`config.mk`:
```
export PLATFORM = sky130hd
export DESIGN_NAME = mem_port_arbiter_flat
export DESIGN_NICKNAME = d
export VERILOG_FILES = /design/src/rtl/mem_port_arbiter_if.sv /design/src/rtl/mem_port_arbiter.sv /design/src/flat_wrapper.sv
export SDC_FILE = /design/constraint.sdc
export NUM_CORES = 1
export LEC_CHECK = 0
export ABC_CLOCK_PERIOD_IN_PS = 1600
export CAP_MARGIN = 5
export CORE_AREA = 5 5 209 211
export CTS_CLUSTER_SIZE = 40
export DETAILED_ROUTE_END_ITERATION = 8
export DIE_AREA = 0 0 214 216
export GPL_TIMING_DRIVEN = 0
export PLACE_DENSITY = 0.56
export SLEW_MARGIN = 40
export SYNTH_ARGS = -nofsm -noshare
export SYNTH_HDL_FRONTEND = slang
export SYNTH_SLANG_ARGS = --single-unit
```
`constraint.sdc`:
```
create_clock -name clk -period 1.6 [get_ports clk]
set_input_delay 0.48 -clock clk [delete_from_list [all_inputs] [get_ports clk]]
set_output_delay 0.48 -clock clk [all_outputs]
set_load 0.005 [all_outputs]
```
`src/rtl/mem_port_arbiter_if.sv`:
```
// Bundled request/response signals between the fetch port, memory-stage port and memory bus.
// The arbiter connects through the slave modport; the surrounding core/bus drives the master side.
interface mem_port_arbiter_if #(
    parameter int ADDR_W = 64,
    parameter int DATA_W = 64
);
    localparam int STRB_W = DATA_W / 8;

    // Fetch port
    logic              ireq_valid;
    logic [ADDR_W-1:0] ireq_addr;
    logic              ifetch_flush;
    logic              iresp_valid;
    logic [DATA_W-1:0] iresp_data;

    // Memory-stage port
    logic              dreq_valid;
    logic [ADDR_W-1:0] dreq_addr;
    logic              dreq_write;
    logic [2:0]        dreq_size;
    logic [STRB_W-1:0] dreq_strobe;
    logic [DATA_W-1:0] dreq_wdata;
    logic              dresp_valid;
    logic [DATA_W-1:0] dresp_data;

    // Shared memory bus
    logic              mreq_valid;
    logic [ADDR_W-1:0] mreq_addr;
    logic              mreq_write;
    logic [2:0]        mreq_size;
    logic [STRB_W-1:0] mreq_strobe;
    logic [DATA_W-1:0] mreq_wdata;
    logic              mresp_valid;
    logic [DATA_W-1:0] mresp_data;

    modport slave (
        input  ireq_valid, ireq_addr, ifetch_flush,
        output iresp_valid, iresp_data,
        input  dreq_valid, dreq_addr, dreq_write, dreq_size, dreq_strobe, dreq_wdata,
        output dresp_valid, dresp_data,
        output mreq_valid, mreq_addr, mreq_write, mreq_size, mreq_strobe, mreq_wdata,
        input  mresp_valid, mresp_data
    );

    modport master (
        output ireq_valid, ireq_addr, ifetch_flush,
        input  iresp_valid, iresp_data,
        output dreq_valid, dreq_addr, dreq_write, dreq_size, dreq_strobe, dreq_wdata,
        input  dresp_valid, dresp_data,
        input  mreq_valid, mreq_addr, mreq_write, mreq_size, mreq_strobe, mreq_wdata,
        output mresp_valid, mresp_data
    );
endinterface

```
`src/rtl/mem_port_arbiter.sv`:
```
// Two-requester single-beat memory bus arbiter: D has priority, bounded by a streak counter
// that guarantees the fetch port a grant after MAX_DSTREAK back-to-back D grants.
module mem_port_arbiter #(
    parameter int ADDR_W      = 64,
    parameter int DATA_W      = 64,
    parameter int MAX_DSTREAK = 3
) (
    input  logic                clk,
    input  logic                resetn,
    mem_port_arbiter_if.slave   bus
);
    localparam int STRB_W   = DATA_W / 8;
    localparam int STREAK_W = $clog2(MAX_DSTREAK + 1);

    localparam logic [STREAK_W-1:0] STREAK_MAX = STREAK_W'(MAX_DSTREAK);
    localparam logic [2:0]          FETCH_SIZE = 3'd3;

    typedef enum logic [1:0] {
        S_IDLE,
        S_BUSY_I,
        S_BUSY_D
    } state_e;

    state_e              state_q,  state_d;
    logic [ADDR_W-1:0]   addr_q,   addr_d;
    logic                write_q,  write_d;
    logic [2:0]          size_q,   size_d;
    logic [STRB_W-1:0]   strobe_q, strobe_d;
    logic [DATA_W-1:0]   wdata_q,  wdata_d;
    logic [STREAK_W-1:0] streak_q, streak_d;
    logic                squash_q, squash_d;

    logic                iresp_valid;
    logic [DATA_W-1:0]   iresp_data;
    logic                dresp_valid;
    logic [DATA_W-1:0]   dresp_data;
    logic                grant_i;

    // Fetch wins when D is idle or has used up its streak; a flushing fetch never wins.
    assign grant_i = bus.ireq_valid && !bus.ifetch_flush &&
                     ((streak_q == STREAK_MAX) || !bus.dreq_valid);

    // NOTE: state registers use non-blocking assignments so every flop samples pre-edge values.
    always_ff @(posedge clk) begin
        if (!resetn) begin
            state_q  <= S_IDLE;
            addr_q   <= '0;
            write_q  <= 1'b0;
            size_q   <= '0;
            strobe_q <= '0;
            wdata_q  <= '0;
            streak_q <= '0;
            squash_q <= 1'b0;
        end else begin
            state_q  <= state_d;
            addr_q   <= addr_d;
            write_q  <= write_d;
            size_q   <= size_d;
            strobe_q <= strobe_d;
            wdata_q  <= wdata_d;
            streak_q <= streak_d;
            squash_q <= squash_d;
        end
    end

    // NOTE: every signal written here gets a default first, so no path can infer a latch.
    always_comb begin
        state_d     = state_q;
        addr_d      = addr_q;
        write_d     = write_q;
        size_d      = size_q;
        strobe_d    = strobe_q;
        wdata_d     = wdata_q;
        streak_d    = streak_q;
        squash_d    = squash_q;
        iresp_valid = 1'b0;
        iresp_data  = '0;
        dresp_valid = 1'b0;
        dresp_data  = '0;

        case (state_q)
            S_IDLE: begin
                if (grant_i) begin
                    state_d  = S_BUSY_I;
                    addr_d   = bus.ireq_addr;
                    write_d  = 1'b0;
                    size_d   = FETCH_SIZE;
                    strobe_d = '0;
                    wdata_d  = '0;
                    streak_d = '0;
                end else if (bus.dreq_valid) begin
                    state_d  = S_BUSY_D;
                    addr_d   = bus.dreq_addr;
                    write_d  = bus.dreq_write;
                    size_d   = bus.dreq_size;
                    strobe_d = bus.dreq_strobe;
                    wdata_d  = bus.dreq_wdata;
                    // Count only grants that actually made a fetch wait.
                    if (!bus.ireq_valid) begin
                        streak_d = '0;
                    end else if (streak_q != STREAK_MAX) begin
                        streak_d = streak_q + 1'b1;
                    end
                end
            end

            S_BUSY_I: begin
                if (bus.mresp_valid) begin
                    // A squashed fetch still retires on the bus but is hidden from fetch.
                    iresp_valid = !(squash_q || bus.ifetch_flush);
                    iresp_data  = bus.mresp_data;
                    squash_d    = 1'b0;
                    state_d     = S_IDLE;
                end else if (bus.ifetch_flush) begin
                    squash_d = 1'b1;
                end
            end

            S_BUSY_D: begin
                if (bus.mresp_valid) begin
                    dresp_valid = 1'b1;
                    dresp_data  = bus.mresp_data;
                    squash_d    = 1'b0;
                    state_d     = S_IDLE;
                end
            end

            default: begin
                state_d = S_IDLE;
            end
        endcase
    end

    assign bus.mreq_valid  = (state_q != S_IDLE);
    assign bus.mreq_addr   = addr_q;
    assign bus.mreq_write  = write_q;
    assign bus.mreq_size   = size_q;
    assign bus.mreq_strobe = strobe_q;
    assign bus.mreq_wdata  = wdata_q;

    assign bus.iresp_valid = iresp_valid;
    assign bus.iresp_data  = iresp_data;
    assign bus.dresp_valid = dresp_valid;
    assign bus.dresp_data  = dresp_data;
endmodule

```
`src/flat_wrapper.sv`:
```
// flat-port wrapper written by rule: the top's interface ports become plain ports
module mem_port_arbiter_flat 
#(
    parameter int ADDR_W      = 64,
    parameter int DATA_W      = 64,
    parameter int MAX_DSTREAK = 3
)
  (clk, resetn, bus_ireq_valid, bus_ireq_addr, bus_ifetch_flush, bus_iresp_valid, bus_iresp_data, bus_dreq_valid, bus_dreq_addr, bus_dreq_write, bus_dreq_size, bus_dreq_strobe, bus_dreq_wdata, bus_dresp_valid, bus_dresp_data, bus_mreq_valid, bus_mreq_addr, bus_mreq_write, bus_mreq_size, bus_mreq_strobe, bus_mreq_wdata, bus_mresp_valid, bus_mresp_data);
  mem_port_arbiter_if #(.ADDR_W(ADDR_W), .DATA_W(DATA_W)) bus_i ();
  input  logic clk;
  input  logic resetn;
  input wire logic [$bits(bus_i.ireq_valid)-1:0] bus_ireq_valid;
  input wire logic [$bits(bus_i.ireq_addr)-1:0] bus_ireq_addr;
  input wire logic [$bits(bus_i.ifetch_flush)-1:0] bus_ifetch_flush;
  output wire logic [$bits(bus_i.iresp_valid)-1:0] bus_iresp_valid;
  output wire logic [$bits(bus_i.iresp_data)-1:0] bus_iresp_data;
  input wire logic [$bits(bus_i.dreq_valid)-1:0] bus_dreq_valid;
  input wire logic [$bits(bus_i.dreq_addr)-1:0] bus_dreq_addr;
  input wire logic [$bits(bus_i.dreq_write)-1:0] bus_dreq_write;
  input wire logic [$bits(bus_i.dreq_size)-1:0] bus_dreq_size;
  input wire logic [$bits(bus_i.dreq_strobe)-1:0] bus_dreq_strobe;
  input wire logic [$bits(bus_i.dreq_wdata)-1:0] bus_dreq_wdata;
  output wire logic [$bits(bus_i.dresp_valid)-1:0] bus_dresp_valid;
  output wire logic [$bits(bus_i.dresp_data)-1:0] bus_dresp_data;
  output wire logic [$bits(bus_i.mreq_valid)-1:0] bus_mreq_valid;
  output wire logic [$bits(bus_i.mreq_addr)-1:0] bus_mreq_addr;
  output wire logic [$bits(bus_i.mreq_write)-1:0] bus_mreq_write;
  output wire logic [$bits(bus_i.mreq_size)-1:0] bus_mreq_size;
  output wire logic [$bits(bus_i.mreq_strobe)-1:0] bus_mreq_strobe;
  output wire logic [$bits(bus_i.mreq_wdata)-1:0] bus_mreq_wdata;
  input wire logic [$bits(bus_i.mresp_valid)-1:0] bus_mresp_valid;
  input wire logic [$bits(bus_i.mresp_data)-1:0] bus_mresp_data;
  assign bus_i.ireq_valid = bus_ireq_valid;
  assign bus_i.ireq_addr = bus_ireq_addr;
  assign bus_i.ifetch_flush = bus_ifetch_flush;
  assign bus_iresp_valid = bus_i.iresp_valid;
  assign bus_iresp_data = bus_i.iresp_data;
  assign bus_i.dreq_valid = bus_dreq_valid;
  assign bus_i.dreq_addr = bus_dreq_addr;
  assign bus_i.dreq_write = bus_dreq_write;
  assign bus_i.dreq_size = bus_dreq_size;
  assign bus_i.dreq_strobe = bus_dreq_strobe;
  assign bus_i.dreq_wdata = bus_dreq_wdata;
  assign bus_dresp_valid = bus_i.dresp_valid;
  assign bus_dresp_data = bus_i.dresp_data;
  assign bus_mreq_valid = bus_i.mreq_valid;
  assign bus_mreq_addr = bus_i.mreq_addr;
  assign bus_mreq_write = bus_i.mreq_write;
  assign bus_mreq_size = bus_i.mreq_size;
  assign bus_mreq_strobe = bus_i.mreq_strobe;
  assign bus_mreq_wdata = bus_i.mreq_wdata;
  assign bus_i.mresp_valid = bus_mresp_valid;
  assign bus_i.mresp_data = bus_mresp_data;
  mem_port_arbiter #(.ADDR_W(ADDR_W), .DATA_W(DATA_W), .MAX_DSTREAK(MAX_DSTREAK)) u_core (.clk(clk), .resetn(resetn), .bus(bus_i));
endmodule
```
==> summary.md, run 1 <==
| Metric | Value |
|---|---|
| Status | finished, violations left |
| Failing checks | negative setup slack |
| Initial antenna violation count | 10 |
| Count of pins over their slew limit | 0 |
| IO Pins | 545 |
| Critical path fanouts, max | 6 |
| Setup TNS | -101.48 ns |
| Worst setup startpoint | u_core.state_q[1]$_SDFFE_PN0P_ |
| Clock sinks | 145 |
| CTS Buf Count | 17 |
| Largest net degree at the start of global routing | 17 |
| R2R Path End | u_core.bus.mreq_addr[46]$_SDFFE_PN0P_ |
| Max_cap viols | 0 |
| Worst Tran Pin Value | 0.9439 ns |
| GRT Total Usage | 0.1904 |
| Sequential share of the synthesized area | 0.4142 |
| Peak VDD IR | 0.8558 mV |
| DR vias | 9,546 |
| CP required | 1.12 ns |
| Commonest cells after routing, fill and taps aside | clkdlybuf4s50_1 (270), buf_6 (159), dfxtp_1 (129), nand2_1 (126), and3_4 (117) |
| HP Class | in2reg |
| First-pass GRT wire length | 66.34 mm |
| CTS root buf | clkbuf_16 |
| WHS | 0.4242 ns |
| Fillers | 3,978 |
| Synth top area share | 0.4142 |
| Total routed wirelength | 48.34 mm |
| Clk_skew | 0.006908 ns |
| Synth area leaders | dfxtp_1 (41%), and3_1 (11%), nand2_1 (7.8%) |
| Static leakage | 8.650 nW |
| Syn_area_per_cell | 7.848 um^2 |
| Worst EP arrival | 1.80 ns |
| Final Power | 13.32 mW |
| Number of global-route vias before repair | 9,895 |
| Most used cell, CP | clkbuf_16 |
| Starting DRT DRC Count | 333 |
| Syn Nets | 1,171 |
| Rel. slew slack | 0.3707 |
| CTS tree | built |
| FF-to-FF path depth | 11 |
| WP buf/inv | 5 |
| Number of port buffers | 543 |
| Final worst path period share | 1.426 |
| Beginning of the worst hold path | resetn |
| Crit Path Class | reg2out |
| Vias/cell | 4.546 |
| Worst Setup EP | bus_iresp_data[33] |
| Crit start category | flip-flop |
| Post-synthesis cell area | 0.007008 mm^2 |
| Power per Cell Area | 763.7 mW/mm^2 |
| GRT overflow | 0 |
| FP Rows | 75 |
| Worst skew pair latency | 0.46 ns |
| CP Depth | 7 |
| DRC | 0 |
| Yosys cell types | 32 |
| Synthesis-to-layout area growth | 148.9% |
| Die ar. | 0.04622 mm^2 |
| Mapped Cells | 893 |
| #FFs+latches synth | 145 |
| Final setup margin | -0.6824 ns |
| H-tree Lvls | 4 |
| ANT nets after route | 0 |
| Height of the die | 216 um |
| Routed wire per std cell | 23.02 um |
| Cell breakdown of the critical path | inv_4, ha_4, clkbuf_16, buf_12, clkbuf_16, and3_4, buf_6 |
| Most common cell after layout, fill and taps aside | clkdlybuf4s50_1 |
| Layout cells sized above 1 | 0.4124 |
| RR Startpoint | u_core.state_q[0]$_SDFFE_PN0P_ |
| Hold Vio Cnt, Final | 0 |
| Clock transition at path regs | 0.07 ns |
| Hold buffers post-CTS | 0 |
| DRT Pass-1 Iters | 4 |
| Design Area, Final | 0.01744 mm^2 |
| Layout net count | 1,818 |
| RePlAce Congestion | 0.9514 |
| Post-DP HPWL | 35.07 mm |
| Slowest stage delay, CP | 0.38 ns |
| Synth warn | 0 |
| Setup crit end kind | output pin |
| R2r setup slk | -0.25 ns |
| Maximum clock rate | 0.4381 GHz |
| Initial Util | 0.1686 |
| CP delay by family, top | buffers and inverters |
| Min Tclk post-route | 2.282 ns |
| Die width | 214 um |
| RSZ-0062 raised after global routing | yes |
| Core Box Area | 0.04157 mm^2 |
| Max clock buf depth | 2 |
| Critical-path top delay cell | dfxtp_4 |
| Synth area leader | dfxtp_1 |
| Cell area after placement | 0.01312 mm^2 |
| Setup violations, final | 274 |
==> final cells by class <==
cell class              count  area [um^2]  share of cell area
flip-flops and latches    145         2928              0.1679
diodes                      9        22.52            0.001291
inverters                   3        16.27           0.0009326
plain buffers              95         1109             0.06356
clock inverters            13        163.9            0.009398
well taps                 539        674.4             0.03867
repair buffers            631         7191              0.4123
multi-input cells         647         4907              0.2814
clock buffers              18        429.2             0.02461
==> state kept, by name (all words and copies together) (netlist names) <==
name	flops
u_core.state_q	2
u_core.squash_q	1
u_core.bus.mreq_size	3
u_core.bus.mreq_strobe	8
u_core.bus.mreq_wdata	64
u_core.bus.mreq_write	1
u_core.streak_q	2
u_core.bus.mreq_addr	64
==> logic make-up (layout without fill, tap and decap cells) <==
logic type	Yosys count	in the layout	share of synthesized area
compound gates	276	276	0.2385
fa+ha+maj	4	4	0.007142
buf+inv	101	760	0.07766
flops	145	145	0.4142
other cells	0	9	0
simple gates	367	367	0.2625
==> worst register-to-register path, cell delays in order, from the launching register on <==
cell and delay, ns:
dfxtp_4 0.38, inv_4 0.05, buf_4 0.13, buf_6 0.11, ha_4 0.18, o21a_4 0.14, buf_12 0.14, buf_16 0.17
buf_8 0.14, buf_8 0.13, o21ai_4 0.14, a21oi_2 0.04
==> timing repair <==
action | 4_1_cts | 5_1_grt
gates cloned | 23 | 12
endpoints found under the setup margin | 414 | 395
pin swaps | 67 | 65
buffers inserted | 40 | 23
gates resized for setup | 1059 | 365
==> how the worst min path moves through the flow <==
stage / slack (ns) / cells past startpoint / endpoint
2_1_floorplan: 0.45 / 2 / u_core.bus.mreq_strobe[7]$_SDFFE_PN0P_
3_3_place_gp: 0.44 / 2 / u_core.bus.mreq_wdata[17]$_SDFFE_PN0P_
3_5_place_dp: 0.44 / 2 / u_core.bus.mreq_wdata[20]$_SDFFE_PN0P_
4_1_cts: 0.39 / 2 / u_core.bus.mreq_write$_SDFFE_PN0P_
5_1_grt: 0.42 / 2 / u_core.bus.mreq_wdata[2]$_SDFFE_PN0P_
6_report: 0.42 / 2 / u_core.bus.mreq_wdata[7]$_SDFFE_PN0P_
==> report_power, final <==
group          leakage, nW  total [mW]  switching [mW]  internal, mW
clock                0.274        4.21            1.77          2.44
combinational         7.17        4.90            2.03          2.88
sequential            1.20        4.20           0.224          3.98
total                 8.65        13.3            4.02          9.30
==> synthesized netlist by cell type <==
cell and instances:
dfxtp_1 145, nand2_1 145, and3_1 128, a21oi_1 107
nand3_1 77, o21ai_0 69, clkbuf_1 51, a21boi_0 41
a21boi_1 34, buf_2 24, a21oi_2 20, buf_6 10
buf_4 7, ha_1 4, buf_1 3, buf_8 3
inv_1 3, nor3_1 3, nand2b_1 2, nand4_1 2
nor2_1 2, nor2b_1 2, nor3b_1 2, a31oi_1 1
and2_1 1, and2_4 1, nand4b_1 1, nor4bb_1 1
o21a_4 1, o21ai_4 1, o22ai_1 1, o31a_1 1
==> layer usage <==
metal | part of all wire | GRT usage | wire length, um | up-vias
met5 | 0 | 0 | 0 | -
met4 | 0.053 | 0.08954 | 2541 | 0
met3 | 0.067 | 0.05900 | 3259 | 102
met2 | 0.51 | 0.3522 | 24840 | 434
met1 | 0.37 | 0.1966 | 17700 | 4562
li1 | - | - | - | 4448
==> through the flow <==
stage	std cells	utilization	worst slack [ns]
CTS	2068	0.3856	-0.7081
detailed placement	1975	0.3157	-1.639
floorplan	893	-	0.005596
global placement	1975	0.3156	-1.618
finish	2100	0.4195	-0.6824
global route	2098	0.4194	-0.7212
Note: power is estimated with default switching activity, not from simulation.
==> run 2: changes to the inputs <==
--- a/config.mk
+++ b/config.mk
@@ -5,14 +5,14 @@
 export SDC_FILE = /design/constraint.sdc
 export NUM_CORES = 1
 export LEC_CHECK = 0
+export ABC_AREA = 1
 export ABC_CLOCK_PERIOD_IN_PS = 1600
-export CAP_MARGIN = 5
-export CORE_AREA = 5 5 209 211
+export CORE_AREA = 5 5 207 209
 export CTS_CLUSTER_SIZE = 40
 export DETAILED_ROUTE_END_ITERATION = 8
-export DIE_AREA = 0 0 214 216
+export DIE_AREA = 0 0 212 214
 export GPL_TIMING_DRIVEN = 0
-export PLACE_DENSITY = 0.56
+export PLACE_DENSITY = 0.58
 export SLEW_MARGIN = 40
 export SYNTH_ARGS = -nofsm -noshare
 export SYNTH_HDL_FRONTEND = slang
==> run 2 against run 1 <==
Effect of this change: global-route usage shrank 1.2 points; area after synthesis up 4.1%; clock power hardly changed; count of clock-buffer cells in the layout is 5 higher; sequential power down 1%; critical endpoint is now bus_dresp_data[32]; power is 4.3% lower; the flow still finishes with violations (negative setup slack); combinational power shrank 10%; maximum frequency increased by 0.30%.
==> summary.md, run 2 <==
| Metric | Value |
|---|---|
| Post-Synth XOR/XNOR Area | 0 (unchanged) |
| EDFF count, synth | 0 (unchanged) |
| Worst Tran Pin Value | 0.7427 ns (-0.2012 ns) |
| Synth top area share | 0.3981 (-0.01613) |
| Count of pins over their slew limit | 0 (unchanged) |
| Multi-input gate area | 0.004347 mm^2 (-11%) |
| Clock sinks | 145 (unchanged) |
| Synth area leader | dfxtp_1 |
| Fillers | 4,211 (+5.9%) |
| CTS root buf | clkbuf_16 |
| Crit start category | flip-flop |
| Worst EP arrival | 1.80 ns (about the same) |
| Max clock buf depth | 2 (unchanged) |
| Multiplexer share of the synthesized area | 0 (unchanged) |
| Starting DRT DRC Count | 545 (+64%) |
| RSZ-0062 raised after global routing | yes |
| Number of global-route vias before repair | 9,654 (-2.4%) |
| Height of the die | 214 um (-0.93%) |
| RePlAce Congestion | 0.9363 (-1.6%) |
| Post-DP HPWL | 33.33 mm (-5.0%) |
| Worst skew pair latency | 0.43 ns (-0.03 ns) |
| Die ar. | 0.04537 mm^2 (-1.9%) |
| Setup TNS | -151.95 ns (-50.47 ns) |
| Syn Nets | 1,429 (+22%) |
| DRT Pass-1 Iters | 7 (+3) |
| Most instantiated cells after synthesis | nand2_1 (208), inv_1 (195), nand3_1 (184) |
| CTS Buf Count | 17 (unchanged) |
| Main combinational cell family by area after synthesis | simple AND/OR/NAND/NOR gates |
| Top-count cell post-synth | nand2_1 |
| Final core utilization | 0.4001 (-0.01945) |
| GRT overflow | 0 (unchanged) |
| Setup crit end kind | output pin |
| #FFs+latches synth | 145 (unchanged) |
| Maximum clock rate | 0.4394 GHz (+0.30%) |
| Commonest cells after routing, fill and taps aside | clkdlybuf4s50_1 (376), nand2_1 (203), inv_1 (192), nand3_1 (143), dfxtp_1 (139) |
| Setup violations, final | 382 (+39%) |
| Core Box Area | 0.04065 mm^2 (-2.2%) |
| Routed wire per std cell | 18.96 um (-18%) |
| Cell area after placement | 0.01342 mm^2 (+2.2%) |
| Syn_area_per_cell | 6.335 um^2 (-19%) |
| Final Power | 12.75 mW (-4.3%) |
| Design Area, Final | 0.01626 mm^2 (-6.8%) |
| Final worst path period share | 1.422 (-0.004229) |
| Rel. slew slack | 0.5048 (+0.1341) |
| IO Pins | 545 (unchanged) |
| DRC | 0 (unchanged) |
| Post-synthesis adder-cell area fraction | 0.006863 (-0.0002782) |
| Complex-gate fraction of the synthesized area | 0.09660 (-0.1419) |
| Layout cells sized above 1 | 0.2863 (-0.1260) |
| Synth warn | 0 (unchanged) |
| CTS tree | built |
| Vias/cell | 4.208 (-7.4%) |
| FP Rows | 74 (-1.3%) |
| Initial Util | 0.1794 (+0.01082) |
| CP required | 1.12 ns (about the same) |
| Clk_skew | 0.01461 ns (+0.007703 ns) |
| Post-synthesis cell area | 0.007292 mm^2 (+4.1%) |
| Most common cell after layout, fill and taps aside | clkdlybuf4s50_1 |
| Sequential share of the synthesized area | 0.3981 (-0.01613) |
| Crit Path Class | reg2out |
| Ys flop type | dfxtp_1 |
| Post-synthesis async set-or-reset flop share | 0 (unchanged) |
| HP Class | reg2reg |
| Sequential cell area | 0.002918 mm^2 (-0.34%) |
| Number of port buffers | 544 (+0.18%) |
| Power per Cell Area | 783.8 mW/mm^2 (+2.6%) |
| Hold buffers post-CTS | 0 (unchanged) |
| Die width | 212 um (-0.93%) |
| Status | finished, violations left |
| Clock transition at path regs | 0.06 ns (about the same) |
| Place WS | -1.351 ns (+0.2887 ns) |
| Total routed wirelength | 44.32 mm (-8.3%) |
| Layout net count | 2,068 (+14%) |
| Largest net degree at the start of global routing | 17 (unchanged) |
| H-tree Lvls | 4 (unchanged) |
| Synth Area in Simple Gates | 0.3353 (+0.07282) |
| Max_cap viols | 0 (unchanged) |
| Critical path fanouts, max | 7 (+1) |
| First-pass GRT wire length | 61.60 mm (-7.1%) |
| Synth area leaders | dfxtp_1 (40%), nand3_1 (13%), nand2_1 (11%) |
| Initial antenna violation count | 4 (-6) |
| ANT nets after route | 0 (unchanged) |
| Peak VDD IR | 0.6248 mV (-27%) |
| Yosys cell types | 20 (-38%) |
| Hold Vio Cnt, Final | 0 (unchanged) |
| Failing checks | negative setup slack |
| GRT Total Usage | 0.1784 (-0.01198) |
| Synthesis-to-layout area growth | 123.0% |
| Min Tclk post-route | 2.276 ns (-0.006766 ns) |
| Final setup margin | -0.6756 ns (+0.006766 ns) |
| Static leakage | 7.452 nW (-14%) |
| Mapped Cells | 1,151 (+29%) |
| DR vias | 9,835 (+3.0%) |
-- run 2: cell types whose count changed in the layout (fill, tap and decap cells not counted), sizes merged, moves of 21 or more --
cell / delta
nand3: +107
a21boi: -75
dlygate4sd2: +21
nor2: +171
nand2: +67
inv: +196
clkdlybuf4s50: +106
o21ai: -61
and3: -128
dlymetal6s2s: -111
-- run 2: per-layer routing --
layer  global-route usage  vias up  wire, um  part of all wire
li1                     -     4857         -                 -
met1               0.2240     4580     19040              0.43
met2               0.3046      357     21530              0.49
met3              0.04857       39      3066             0.069
met4              0.04080        2       680             0.015
met5                    0        -         7           0.00016
-- run 2: area by class of cell --
type,count,share of cell area
well taps,532,0.04093
flip-flops and latches,145,0.1794
repair buffers,623,0.3720
clock inverters,8,0.007848
clock buffers,23,0.02939
multi-input cells,722,0.2673
plain buffers,82,0.05609
inverters,199,0.04655
diodes,3,0.0004616
-- run 2: cell families (layout without fill, tap and decap cells) --
| group | Yosys count | count (layout) |
|---|---|---|
| AND/OR/NAND/NOR | 579 | 580 |
| other | 0 | 3 |
| buffers and inverters | 285 | 935 |
| adder cells (fa/ha/maj) | 4 | 4 |
| flip-flops | 145 | 145 |
| AO/OA/AOI/OAI | 138 | 138 |
-- run 2: critical path: stages (launching register included) --
cell	delay, ns
dfxtp_4	0.36
inv_4	0.06
ha_4	0.15
nand2_4	0.06
buf_8	0.14
buf_6	0.13
clkbuf_16	0.16
nor2_4	0.14
buf_2	0.15
-- run 2: report_power, final --
part	leakage [nW]	switching [mW]	internal, mW	total, mW
sequential	1.20	0.190	3.96	4.15
clock	0.290	1.64	2.57	4.21
combinational	5.96	1.99	2.40	4.39
total	7.45	3.81	8.94	12.7
-- run 2: final timing paths --
kind | start | to | slack, ns | depth (start not counted)
worst max-delay path | u_core.state_q[0]$_SDFFE_PN0P_ | bus_dresp_data[32] | -0.68 | 8
worst min-delay path | u_core.bus.mreq_wdata[63]$_SDFFE_PN0P_ | u_core.bus.mreq_wdata[63]$_SDFFE_PN0P_ | 0.46 | 2
worst max register to register | u_core.state_q[1]$_SDFFE_PN0P_ | u_core.bus.mreq_wdata[38]$_SDFFE_PN0P_ | -0.57 | 15
worst min register to register | u_core.bus.mreq_wdata[63]$_SDFFE_PN0P_ | u_core.bus.mreq_wdata[63]$_SDFFE_PN0P_ | 0.46 | 2
-- run 2: through the flow --
stage,hold slack [ns],instances
floorplan,0.4565,1151
CTS,0.4622,2301
global route,0.4773,2337
global placement,0.4503,2227
detailed placement,0.4555,2227
finish,0.4598,2337
-- run 2: repair_timing --
action	CTS	global route
setup buffers	26	34
gates resized for setup	758	339
pin swaps	16	42
setup endpoints to repair	415	388
cloned	17	7
==> run 3: changes to the inputs <==
--- a/config.mk
+++ b/config.mk
@@ -7,6 +7,7 @@
 export LEC_CHECK = 0
 export ABC_AREA = 1
 export ABC_CLOCK_PERIOD_IN_PS = 1600
+export CAP_MARGIN = 20
 export CORE_AREA = 5 5 207 209
 export CTS_CLUSTER_SIZE = 40
 export DETAILED_ROUTE_END_ITERATION = 8
==> results of run 3 <==
Final layout, timing and power as in run 2 (identical DEF).
